--- src/rtl/serial_pkg.sv ---
// Shared types and constants for the serializer / collector pair.
package serial_pkg;

  typedef enum logic {
    IDLE  = 1'b0,
    SHIFT = 1'b1
  } state_t;

  localparam int WORD_W_DEFAULT = 14;

  // Width of a counter that must represent 0..n.
  function automatic int cnt_width(input int n);
    return $clog2(n + 1);
  endfunction

endpackage

--- src/rtl/serial_word_collector_word_holding_reg.sv ---
// One-entry valid/ready holding buffer; flags a sticky overrun when a load
// arrives while the entry is full and not being consumed.
module word_holding_reg #(
  parameter int W = 14
) (
  input  logic         clk,
  input  logic         reset,
  input  logic         load,
  input  logic [W-1:0] load_data,
  input  logic         ready,
  input  logic         clr_ovr,
  output logic         valid,
  output logic [W-1:0] data,
  output logic         overrun
);

  logic         valid_reg;
  logic [W-1:0] data_reg;
  logic         overrun_reg;
  logic         consume;

  assign consume = valid_reg & ready;

  always_ff @(posedge clk) begin
    if (reset) begin
      valid_reg   <= 1'b0;
      data_reg    <= '0;
      overrun_reg <= 1'b0;
    end else begin
      if (load) begin
        if (!valid_reg || consume) begin
          valid_reg <= 1'b1;
          data_reg  <= load_data;
        end else begin
          overrun_reg <= 1'b1;
        end
      end else if (consume) begin
        valid_reg <= 1'b0;
      end
      // Clearing wins over a same-cycle drop so the flag reads as freshly cleared.
      if (clr_ovr) begin
        overrun_reg <= 1'b0;
      end
    end
  end

  assign valid   = valid_reg;
  assign data    = data_reg;
  assign overrun = overrun_reg;

endmodule

--- src/rtl/serial_word_collector.sv ---
// LSB-first serial-to-parallel collector with a one-word output buffer,
// so assembly of the next word proceeds while the previous word waits.
module serial_word_collector
  import serial_pkg::*;
#(
  parameter int N     = WORD_W_DEFAULT,
  parameter int CNT_W = cnt_width(N)
) (
  input  logic             clk,
  input  logic             reset,
  input  logic             clear,
  input  logic             bit_valid,
  input  logic             bit_in,
  input  logic             word_ready,
  output logic             word_valid,
  output logic [N-1:0]     word_out,
  output logic [CNT_W-1:0] bit_count,
  output logic             busy,
  output logic             overrun
);

  state_t           state_reg, state_next;
  logic [N-1:0]     shift_reg, shift_next;
  logic [N-1:0]     shifted;
  logic [CNT_W-1:0] bit_count_reg, bit_count_next;
  logic             accept;
  logic             complete;

  // clear suppresses the incoming bit entirely.
  assign accept   = bit_valid & ~clear;
  assign complete = accept & (state_reg == SHIFT) & (bit_count_reg == CNT_W'(N - 1));

  genvar gi;
  generate
    for (gi = 0; gi < N - 1; gi++) begin : g_shift
      assign shifted[gi] = shift_reg[gi+1];
    end
  endgenerate
  assign shifted[N-1] = bit_in;

  // State register
  always_ff @(posedge clk) begin
    if (reset) begin
      state_reg     <= IDLE;
      shift_reg     <= '0;
      bit_count_reg <= '0;
    end else begin
      state_reg     <= state_next;
      shift_reg     <= shift_next;
      bit_count_reg <= bit_count_next;
    end
  end

  // Next-state logic
  always_comb begin
    state_next     = state_reg;
    shift_next     = shift_reg;
    bit_count_next = bit_count_reg;
    if (clear) begin
      state_next     = IDLE;
      bit_count_next = '0;
    end else if (bit_valid) begin
      shift_next = shifted;
      case (state_reg)
        IDLE: begin
          state_next     = SHIFT;
          bit_count_next = CNT_W'(1);
        end
        SHIFT: begin
          if (complete) begin
            state_next     = IDLE;
            bit_count_next = '0;
          end else begin
            bit_count_next = bit_count_reg + CNT_W'(1);
          end
        end
        default: begin
          state_next     = IDLE;
          bit_count_next = '0;
        end
      endcase
    end
  end

  // Output logic
  always_comb begin
    busy      = (state_reg == SHIFT);
    bit_count = bit_count_reg;
  end

  word_holding_reg #(
    .W(N)
  ) u_hold (
    .clk       (clk),
    .reset     (reset),
    .load      (complete),
    .load_data (shifted),
    .ready     (word_ready),
    .clr_ovr   (clear),
    .valid     (word_valid),
    .data      (word_out),
    .overrun   (overrun)
  );

endmodule
--- config.mk ---
export PLATFORM = sky130hd
export DESIGN_NAME = serial_word_collector
export DESIGN_NICKNAME = d
export VERILOG_FILES = /design/src/rtl/serial_pkg.sv /design/src/rtl/serial_word_collector_word_holding_reg.sv /design/src/rtl/serial_word_collector.sv
export SDC_FILE = /design/constraint.sdc
export NUM_CORES = 1
export LEC_CHECK = 0
export ABC_AREA = 0
export ABC_CLOCK_PERIOD_IN_PS = 4900
export CAP_MARGIN = 20
export CORE_MARGIN = 5
export CORE_UTILIZATION = 40
export DETAILED_ROUTE_END_ITERATION = 10
export HOLD_SLACK_MARGIN = 0.03
export SLEW_MARGIN = 20
export SYNTH_ARGS = -nofsm -noshare
export SYNTH_HDL_FRONTEND = slang
export SYNTH_SLANG_ARGS = --single-unit
export TNS_END_PERCENT = 100
--- constraint.sdc ---
create_clock -name clk -period 4.9 [get_ports clk]
set_clock_uncertainty 0.2 [all_clocks]
set_input_delay 0.49 -clock clk [delete_from_list [all_inputs] [get_ports clk]]
set_output_delay 0.49 -clock clk [all_outputs]
set_load 0.01 [all_outputs]
# == Yosys cells after proc, flatten, opt, wreduce, memory -nomap -nowiden ==
# Cells that the tools add are included.
# word_totals
reg_bits,35
input_bits,6
output_inout_bits,21
elab_cells,31
# op_classes
add_sub_neg,1
eq_ne,2
mux,7
n_bitwise,7
reduce_logical,8
# op_table
op,n
$pmux 4 s2,1
$reduce_and 2->1,4
$add 4x1->4 const B,1
$and 1x1->1,4
$eq 4x4->1 const B,1
$mux 1,4
$mux 4,1
$not 1->1,3
$ne 2x1->1 const B,1
$pmux 1 s2,1
$reduce_bool 2->1,1
$reduce_or 2->1,1
$logic_not 1->1,1
$logic_or 1x1->1,1

# == Longest topological paths before layout ==
# depth
word_depth,6
depth_mapped,6
depth_no_buf,5

# == Hierarchy ==
# From an unflattened synthesis, not the netlist that was laid out.
# hier_totals
hier_cells,159
area_unflattened_um2,1442.6
# by_module_without_submodules
module,n_inst,cells_per_inst,area_each_um2,seq_area_each_um2
serial_word_collector,1,90,724.4,360.3
word_holding_reg,1,69,718.2,320.3

# == Worst setup path before layout ==
# No wires, ideal clock.
# synth_timing
path_type,register -> register
start,reg bit_count_reg[0] (netlist: bit_count[0])
end,reg u_hold.data_reg[10] (netlist: u_hold.data[10])
setup_ns,0.072
arrival_time_ns,1.479
t_required_ns,4.628
path_slack_ns,3.149
path_stages_with_launch,6
path_buffers,1
synth_period_minus_slack_ns,1.751
path_cell_list,dfxtp_1 ha_1 nand4b_4 nor3_4 buf_12 mux2i_1
# synth_via
elab_chain_cells,3
# synth_lines
element,line_no,text
"start, declared",serial_word_collector.sv:25,"logic [CNT_W-1:0] bit_count_reg, bit_count_next;"
"start signal, assigned",serial_word_collector.sv:50,bit_count_reg <= bit_count_next;
$eq 4x4->1,serial_word_collector.sv:31,assign complete = accept & (state_reg == SHIFT) & (bit_count_reg == CNT_W'(N - 1));
$and 1x1->1,serial_word_collector.sv:31,
$reduce_and 2->1 (no source line),-,
"end signal, assigned",serial_word_collector_word_holding_reg.sv:33,data_reg <= load_data;
"end, declared",serial_word_collector_word_holding_reg.sv:18,logic [W-1:0] data_reg;
# No other way between the ends.
# A chain may end at the register's enable or synchronous reset.

# == Final worst setup path ==
# layout_timing
start,in bit_valid
end,reg u_hold.data_reg[7] (netlist: u_hold.data[7])
# layout_via
elab_chain_cells,4
# layout_lines
element,line_no,text
"start, declared",serial_word_collector.sv:12,"input logic bit_valid,"
$and 1x1->1,serial_word_collector.sv:30,assign accept = bit_valid & ~clear;
$and 1x1->1 (2 in series),serial_word_collector.sv:31,
$reduce_and 2->1 (no source line),-,
# No other way between the ends.

==> metrics.yaml <==
sta:
  max_slew_violations: 0
  maximum_achievable_frequency_mhz: 429
  unrepaired_setup_endpoints_after_global_routing: "false"
  tightest_slew_ns: 0.894
  final-setup-viol-count: 0
  final_critical_path_required_period_ns: 2.33
  fin_hold_ws_ns: 0.258
  finalSetupTns_ns: 0
  relSlewSlack_pct: 40.2
  timing_hold_violations_final: 0
  timing.final.crit_share_pct: 47.5
routing:
  detail_route.vias_per_cell: 4.76
  finalWirelength_um: 2730
  drcViolationCount: 0
  route.antenna.remaining_nets: 0
  drt_pass1_iterations: 4
  detail_route.iter0.violations: 96
  post_drt_wl_per_cell_um: 11.8
  via_count: 1099
setup_path:
  worst-endpoint-required_ns: 4.91
  worst_path_fanout_max: 14
  worst-setup-path-type: "input pin to register"
  start_kind: "input pin"
  critPathArrivalTime_ns: 2.34
  cp_slowest_cell: "sky130_fd_sc_hd__nor3_4"
  timing.reg2reg.setup_slack_ns: 2.73
  worstPathBufferInverterCount: 1
  crit_family: "simple AND/OR/NAND/NOR gates"
  cpPeakStageDelay_ns: 0.77
  crit_path_end_kind: "register"
  timing.critical_path.cells: "clkdlybuf4s50_1 > nand2_2 > nor3_4 > mux2i_1"
clocking:
  cts_setup_buffers: 0
  cts-buffers-inserted: 5
  cts_num_sinks: 34
  cell_at_the_root_of_the_clock_tree: "sky130_fd_sc_hd__clkbuf_8"
  postCtsResizedCells: 0
  worstSkewPairLatency_ns: 0.29
  cts_tree: "done"
  cts_max_level: 2
  clk_transition_reported_paths_ns: 0.07
  cts_max_path_buffers: 2
  post_cts_hold_buffer_count: 0
floorplan:
  placeableCoreArea_um2: 3610
  die_height_um: 70.4
  initial_core_utilization_pct: 40.4
  top_level_ports: 27
  fp.dieW_um: 70.4
  design.die.area_um2: 4950
  row_count: 22
synthesis:
  synth-edff-count: 0
  ys_seq_area_share_pct: 46.7
  synth_warnings: 0
  async_flop_share_pct: 0
  synth.cell_area_um2: 1460
  syn-num-nets: 166
  yosys_register_bits: 34
  syn_avg_cell_area_um2: 9.23
  ys_types: 27
  synthFlopType: "sky130_fd_sc_hd__dfxtp_1"
  synthesis.instances: 158
finish:
  design.final.nets: 190
  ff_latch_area_um2: 681
  antenna-diode-count: 0
  largest_reg_flops: 14
  layout_common_cells: "34 x sky130_fd_sc_hd__dfxtp_1, 29 x sky130_fd_sc_hd__nand2_1, 29 x sky130_fd_sc_hd__nand2b_1"
  multiInputGateArea_um2: 713
  area_overhead_of_the_layout_relative_to_synthesis_pct: 25.6
  nFillCells: 355
  drive_above_1_share_pct: 7.65
  layout_commonest_cell: "sky130_fd_sc_hd__dfxtp_1"
global_routing:
  grt_use_total_pct: 11.8
  wire_length_of_the_first_global_routing_pass_um: 4590
  number_of_global_route_vias_before_repair: 1049
  number_of_antenna_violations_at_the_first_check_in_global_routing: 0
  remaining_overflow_grt: 0
  grt_start_max_net_pins: 44
pwr:
  total_switching_power_uw: 113
  p_sw_share_pct: 20.8
  worst_ir_drop_vdd_v: 0.000203
  static-leakage-power_nw: 0.608
  p_per_area_nw_per_um2: 296
  power_frac_clock_pct: 44.2
  power.share.combinational_pct: 4.3
  intPower_uw: 430
  seq_power_share_pct: 51.5
placed_design:
  port-buffer-count: 26
  gp_congestion: 0.877
  detailed_place_hpwl_um: 1830
run_status:
  outcome: "finished clean"
run:
  maxCapViolCount: 0
worst_hold_path:
  worst_hold_path_type: "register to register"
-- final cells by class --
cell class | instances | share of cell area (%)
multi-input combinational | 112 | 39.0
sequential | 34 | 37.2
timing repair buffer | 26 | 13.9
clock buffer | 8 | 6.02
tap | 48 | 3.28
inverter | 3 | 0.615
-- through the flow --
stage	setup slack [ns]	power [mW]	util [%]	instance area [µm²]	cells
after floorplan	3.15	0.301	-	1460	158
after global routing	2.46	0.566	50.8	1830	231
after detailed placement	2.27	0.310	47.8	1730	223
after CTS	2.57	0.550	50.9	1840	231
after global placement	2.33	0.309	47.8	1730	223
final	2.57	0.543	50.8	1830	231
-- synthesized netlist by cell type, types with 2 or more instances --
cell                        instances  area, µm²
sky130_fd_sc_hd__nand2_1           29        109
sky130_fd_sc_hd__buf_2              2       10.0
sky130_fd_sc_hd__clkbuf_1           6       22.5
sky130_fd_sc_hd__dfxtp_1           34        681
sky130_fd_sc_hd__nor2b_1            2       12.5
sky130_fd_sc_hd__mux2i_1           14        140
sky130_fd_sc_hd__a21oi_1           16       80.1
sky130_fd_sc_hd__inv_1              3       11.3
sky130_fd_sc_hd__ha_1               2       25.0
sky130_fd_sc_hd__o2111ai_1          2       17.5
sky130_fd_sc_hd__nand2b_1          29        181
sky130_fd_sc_hd__nor2_1             4       15.0
-- per-layer routing --
layer  part of all wire [%]  GRT usage (%)  wire (µm)
met2                     46           18.1       1250
met3                    4.3           5.32        118
met4                    1.4           5.74         38
met5                      0              0          0
met1                     49           13.9       1330
-- cells by family after synthesis --
family | count (synthesis) | share of synthesized area (%)
AOI/OAI and AO/OA | 23 | 9.61
adders and majority gates | 2 | 1.72
buffers and inverters | 12 | 4.38
DFF | 34 | 46.7
muxes | 14 | 9.61
and+or+nand+nor | 73 | 28.0
-- worst register-to-register path: cells and delay by family, from the launching register on --
family                   cells  cell delay, ns
multiplexers                 1            0.28
adder cells (fa/ha/maj)      1            0.25
AND/OR/NAND/NOR              2            0.92
flip-flops                   1            0.44
-- path summary, 6_finish.rpt --
path	start	to	cells past startpoint
max	bit_valid	u_hold.data[7]$_SDFFE_PP0P_	4
min	shift_reg[1]$_SDFFE_PP0P_	shift_reg[1]$_SDFFE_PP0P_	2
max reg2reg	bit_count[0]$_SDFFE_PP0P_	u_hold.data[7]$_SDFFE_PP0P_	4
min reg2reg	shift_reg[1]$_SDFFE_PP0P_	shift_reg[1]$_SDFFE_PP0P_	2
-- power by group through the flow --
stage / combinational, mW / sequential, mW / clock, mW
3_3_place_gp: 0.0237 / 0.286 / 0
3_5_place_dp: 0.0240 / 0.286 / 0
6_report: 0.0231 / 0.280 / 0.240
4_1_cts: 0.0241 / 0.280 / 0.246
5_1_grt: 0.0253 / 0.280 / 0.261
2_1_floorplan: 0.0155 / 0.286 / 0
No activity file was read; power rests on OpenSTA's default activity.
